## config.mk

```make
export PLATFORM = sky130hd
export DESIGN_NAME = request_queue
export DESIGN_NICKNAME = d
export VERILOG_FILES = /design/src/rtl/ctrl_pkg.sv /design/src/rtl/request_queue_mem.sv /design/src/rtl/request_queue.sv
export SDC_FILE = /design/constraint.sdc
export NUM_CORES = 1
export LEC_CHECK = 0
export BUFFER_PORTS_ARGS = -buffer_cell sky130_fd_sc_hd__buf_4
export CAP_MARGIN = 20
export CORE_ASPECT_RATIO = 0.5
export CORE_MARGIN = 2
export CORE_UTILIZATION = 28
export CTS_CLUSTER_DIAMETER = 50
export DETAILED_ROUTE_END_ITERATION = 8
export PLACE_DENSITY = 0.45
export SLEW_MARGIN = 20
export SYNTH_ARGS = -nofsm -noshare
export SYNTH_HDL_FRONTEND = slang
export SYNTH_HIERARCHICAL = 1
export SYNTH_SLANG_ARGS = --single-unit
```

## constraint.sdc

```tcl
create_clock -name clk -period 2.6 [get_ports clk]
set_input_delay 0.39 -clock clk [delete_from_list [all_inputs] [get_ports clk]]
set_output_delay 0.39 -clock clk [all_outputs]
set_load 0.005 [all_outputs]
```

## src/rtl/ctrl_pkg.sv

```systemverilog
// rtl/ctrl_pkg.sv - shared request widths, request struct and clog2 helper
//
// Purpose: common definitions used by the request queue and the SPI serializer
//   so that both sides agree on opcode/address widths.
// Contents:
//   CTRL_ADDRW   default address width
//   CTRL_OPCODEW default opcode width
//   req_t        packed {opcode, addr} request at the default widths
//   clog2()      ceiling log2, usable in constant expressions
package ctrl_pkg;

  localparam int CTRL_ADDRW   = 8;
  localparam int CTRL_OPCODEW = 2;

  typedef struct packed {
    logic [CTRL_OPCODEW-1:0] opcode;
    logic [CTRL_ADDRW-1:0]   addr;
  } req_t;

  // Number of bits needed to encode values 0..value-1 (minimum 1).
  function automatic int clog2(input int value);
    int r;
    int v;
    r = 0;
    v = value - 1;
    while (v > 0) begin
      r = r + 1;
      v = v >> 1;
    end
    if (r == 0) r = 1;
    return r;
  endfunction

endpackage

```

## src/rtl/request_queue_mem.sv

```systemverilog
// rtl/request_queue_mem.sv - request queue storage, 1 sync write / 1 async read
//
// Purpose: DEPTH x W register file holding queued requests. No reset; contents
//   are only meaningful where the pointer logic says an entry is occupied.
// Ports:
//   clk    in  1   core clock
//   we     in  1   write enable
//   waddr  in  AW  write index
//   wdata  in  W   write data
//   raddr  in  AW  read index
//   rdata  out W   read data (combinational)
module request_queue_mem
  import ctrl_pkg::*;
#(
  parameter int DEPTH = 4,
  parameter int W     = CTRL_OPCODEW + CTRL_ADDRW,
  parameter int AW    = clog2(DEPTH)
) (
  input  logic          clk,
  input  logic          we,
  input  logic [AW-1:0] waddr,
  input  logic [W-1:0]  wdata,
  input  logic [AW-1:0] raddr,
  output logic [W-1:0]  rdata
);

  logic [W-1:0] mem [DEPTH];

  always_ff @(posedge clk) begin
    if (we) mem[waddr] <= wdata;
  end

  assign rdata = mem[raddr];

endmodule

```

## src/rtl/request_queue.sv

```systemverilog
// rtl/request_queue.sv - FWFT request FIFO in front of the SPI serializer
//
// Purpose: buffers {opcode, addr} requests from control logic and presents the
//   head entry first-word-fall-through over valid/ready. Sticky overflow flags
//   a request offered while full (that request is dropped).
// Optional feature: define REQUEST_QUEUE_BYPASS_EN to let a request offered to
//   an empty queue appear on the output in the same cycle; if consumed that
//   cycle it is never written into storage.
// Ports:
//   clk, rst                          core clock, async active-high reset
//   in_valid/in_ready                 producer handshake (in_ready = !full)
//   in_opcode/in_addr                 request fields
//   out_valid/out_ready               consumer handshake (out_valid = !empty)
//   out_opcode/out_addr               head request (combinational read)
//   count, full, empty                occupancy and decoded flags
//   overflow, clr_overflow            sticky drop flag and its clear
module request_queue
  import ctrl_pkg::*;
#(
  parameter int ADDRW   = CTRL_ADDRW,
  parameter int OPCODEW = CTRL_OPCODEW,
  parameter int DEPTH   = 4,
  localparam int CW     = clog2(DEPTH + 1)
) (
  input  logic               clk,
  input  logic               rst,
  input  logic               in_valid,
  output logic               in_ready,
  input  logic [OPCODEW-1:0] in_opcode,
  input  logic [ADDRW-1:0]   in_addr,
  output logic               out_valid,
  input  logic               out_ready,
  output logic [OPCODEW-1:0] out_opcode,
  output logic [ADDRW-1:0]   out_addr,
  output logic [CW-1:0]      count,
  output logic               full,
  output logic               empty,
  output logic               overflow,
  input  logic               clr_overflow
);

  localparam int PW = clog2(DEPTH);
  localparam int W  = OPCODEW + ADDRW;

  logic [PW-1:0] wr_ptr;
  logic [PW-1:0] rd_ptr;
  logic [W-1:0]  head_data;
  logic          push;
  logic          pop;

  assign empty    = (count == '0);
  assign full     = (count == CW'(DEPTH));
  assign in_ready = !full;

`ifdef REQUEST_QUEUE_BYPASS_EN
  // Empty queue with a request on offer: forward it straight through. When the
  // consumer takes it in the same cycle the storage is left untouched.
  logic bypass;
  assign bypass    = empty && in_valid;
  assign out_valid = !empty || bypass;
  assign {out_opcode, out_addr} = bypass ? {in_opcode, in_addr} : head_data;
  assign push      = in_valid && in_ready && !(bypass && out_ready);
`else
  assign out_valid = !empty;
  assign {out_opcode, out_addr} = head_data;
  assign push      = in_valid && in_ready;
`endif

  // Pop only ever drains a stored entry; a bypassed request never reaches here.
  assign pop = !empty && out_ready;

  request_queue_mem #(
    .DEPTH (DEPTH),
    .W     (W),
    .AW    (PW)
  ) u_mem (
    .clk   (clk),
    .we    (push),
    .waddr (wr_ptr),
    .wdata ({in_opcode, in_addr}),
    .raddr (rd_ptr),
    .rdata (head_data)
  );

  // DEPTH need not be a power of two, so wrap by explicit compare.
  function automatic logic [PW-1:0] next_ptr(input logic [PW-1:0] p);
    return (p == PW'(DEPTH - 1)) ? '0 : p + 1'b1;
  endfunction

  always_ff @(posedge clk or posedge rst) begin
    if (rst) begin
      wr_ptr   <= '0;
      rd_ptr   <= '0;
      count    <= '0;
      overflow <= 1'b0;
    end else begin
      if (push) wr_ptr <= next_ptr(wr_ptr);
      if (pop)  rd_ptr <= next_ptr(rd_ptr);

      if (push && !pop)      count <= count + 1'b1;
      else if (pop && !push) count <= count - 1'b1;

      // A drop in the same cycle as a clear keeps the flag set.
      if (in_valid && !in_ready) overflow <= 1'b1;
      else if (clr_overflow)     overflow <= 1'b0;
    end
  end

endmodule

```

==> impl_metrics.json <==
{
  "outcome": "complete, no violations",
  "synth_top_cell_area_share": 0.631,
  "relSlewSlack": 0.381,
  "grt_pass1_vias": 958,
  "slew_viol_final": 0,
  "yosysMostFrequentCell": "edfxtp_1",
  "slowest_delay_ps": 820,
  "grt_pass1_wl_um": 5000,
  "critical_path.slowest_cell": "dfrtp_1",
  "viasPerCell": 4.15,
  "wire_per_inst_um": 14.6,
  "die_area_um2": 7520,
  "utilization": 0.368,
  "hp-class": "input pin to asynchronous set/reset pin",
  "start_util": 0.288,
  "grt_overflow": 0,
  "cts.sinks": 48,
  "synthTopCellsByCount": "edfxtp_1, mux4_2, dfrtp_1, inv_1",
  "fin_crit_sh": 0.862,
  "fin_setup_tns_ps": 0,
  "drc": 0,
  "place_area_um2": 2250,
  "synthesis.nets": 110,
  "drive_above_1_share": 0.453,
  "synth_edf_count": 40,
  "synth_area_leader_cell": "edfxtp_1",
  "start_kind": "flip-flop",
  "ant_nets": 0,
  "post_synth_instance_area_um2": 1900,
  "avgSynthCellArea_um2": 20.9,
  "boundaryPins": 33,
  "grt.total_usage": 0.0926,
  "reg2reg_to": "count[1]",
  "numPortBuffers": 32,
  "cts_hold_buf": 0,
  "synthArstFlopShare": 0.167,
  "first_pass_iters": 4,
  "critical_path.max_fanout": 13,
  "holdWs_ps": 70.5,
  "synthCells": 91,
  "worstPathArrival_ps": 1850,
  "fp-row-count": 21,
  "synth_cell_types": 23,
  "nets": 147,
  "die_w_um": 121,
  "crit_chain": "mux4_2 -> buf_4",
  "synth_top_flop_cell": "edfxtp_1",
  "worst_pin_slew_ps": 924,
  "hold_viol": 0,
  "p_per_area_nw_per_um2": 1160,
  "synth_seq_cells": 48,
  "crit_path_end_kind": "output pin",
  "design_area_um2": 2430,
  "die_h_um": 62.3,
  "dp_hpwl_um": 2060,
  "crit_required_ps": 2210,
  "fin_cells": 220,
  "cts_root_buf": "clkbuf_16",
  "h-tree-depth": 2,
  "maxCapViolCount": 0,
  "p_leak_uw": 0.000920,
  "reg2reg_slack_ps": 460,
  "skew_ps": 4.35,
  "clock.fmax_mhz": 446,
  "rr_worst_depth": 7,
  "clock_latency_ps": 280,
  "period_minus_slack_ps": 2240,
  "wirelength_um": 3220,
  "cts_tree": "built",
  "ctsResizeCount": 0,
  "antenna_found_initial": 0,
  "core_um2": 6620,
  "setup_viol": 0,
  "cts_setup_buffers": 0,
  "rsz0062_at_grt": "no",
  "clockBufferDepth": 2,
  "gp_congestion": 0.652,
  "yosysSeqAreaShare": 0.736,
  "vdd_ir_drop_max_mv": 0.511,
  "dp.cells": 213,
  "dr_total_vias": 912,
  "numCtsBuffers": 5,
  "grt_max_degree": 15,
  "regToRegStartpoint": "count[1]",
  "path_clk_slew_ps": 60,
  "num_antenna_cells": 0,
  "yosysWarnings": 6,
  "ys_top_cells_by_area": "edfxtp_1, mux4_2, dfrtp_1, ha_1, mux2_4",
  "criticalPathCategory": "flip-flop to output pin",
  "area_growth_pct": 27.8,
  "initialDrtViolationCount": 34
}
flip-flops by register name (all words and copies together) (netlist names):
signal	flops
overflow	1
rd_ptr	2
u_mem/mem	40
count	3
wr_ptr	2
where the power goes:
| group | leakage, uW | total (uW) | switching (uW) | internal [uW] |
|---|---|---|---|---|
| logic | 0.000368 | 807 | 294 | 513 |
| clock network | 0.0000899 | 799 | 254 | 545 |
| registers | 0.000462 | 1220 | 181 | 1040 |
| total | 0.000920 | 2820 | 729 | 2100 |
routing by layer:
layer	global-route usage	part of all wire
met1	0.116	0.45
met2	0.143	0.49
met3	0.0414	0.055
met4	0.0305	0.0040
met5	0	0
worst max-delay path by stage:
stage / startpoint / endpoint / slack [ps] / cells past startpoint
2_1_floorplan: count[1] / count[1] / 550 / 7
3_3_place_gp: count[1] / count[2] / 500 / 8
3_5_place_dp: count[0] / count[1] / 450 / 7
4_1_cts: rd_ptr[0] / out_addr[0] / 260 / 2
5_1_grt: rd_ptr[0] / out_addr[0] / 210 / 2
6_report: rd_ptr[0] / out_addr[0] / 360 / 2
through the flow:
| step | power, uW | worst slack (ps) |
|---|---|---|
| 2_1_floorplan | 1690 | 547 |
| 3_3_place_gp | 2060 | 496 |
| 3_5_place_dp | 2070 | 451 |
| 4_1_cts | 2880 | 262 |
| 5_1_grt | 2990 | 212 |
| 6_report | 2820 | 358 |
cells in the final DEF, fill, tap and decap left out, types with 2 or more instances in the layout:
master and instances:
edfxtp_1 40, buf_4 32, mux4_2 10, dfrtp_1 8
inv_1 6, clkbuf_16 5, nor2_1 3, ha_1 3
mux2_4 2, mux2_2 2, xor2_1 2, bufinv_16 2
and3b_1 2
worst max-delay path: cells and delay by family, from the launching register on:
family / cells / cell delay [ps]
flip-flops: 1 / 820
buffers and inverters: 1 / 150
multiplexers: 1 / 600
cell families (layout without fill, tap and decap cells):
kind of cell | count (synthesis) | in the layout | synth area share
AND/OR/NAND/NOR | 12 | 12 | 0.0453
multiplexers | 15 | 15 | 0.152
flip-flops | 48 | 48 | 0.736
adder cells (fa/ha/maj) | 4 | 4 | 0.0302
AO/OA/AOI/OAI | 1 | 1 | 0.00263
XOR/XNOR | 3 | 3 | 0.0138
buffers and inverters | 8 | 45 | 0.0204
area by class of cell:
type / instances / area [um^2]
inverters: 6 / 22.5
multi-input cells: 35 / 469
clock buffers: 5 / 125
clock inverters: 2 / 60.1
fillers: 635 / 4190
well taps: 92 / 115
flip-flops and latches: 48 / 1400
repair buffers: 32 / 240
Note: power is estimated with default switching activity, not from simulation.
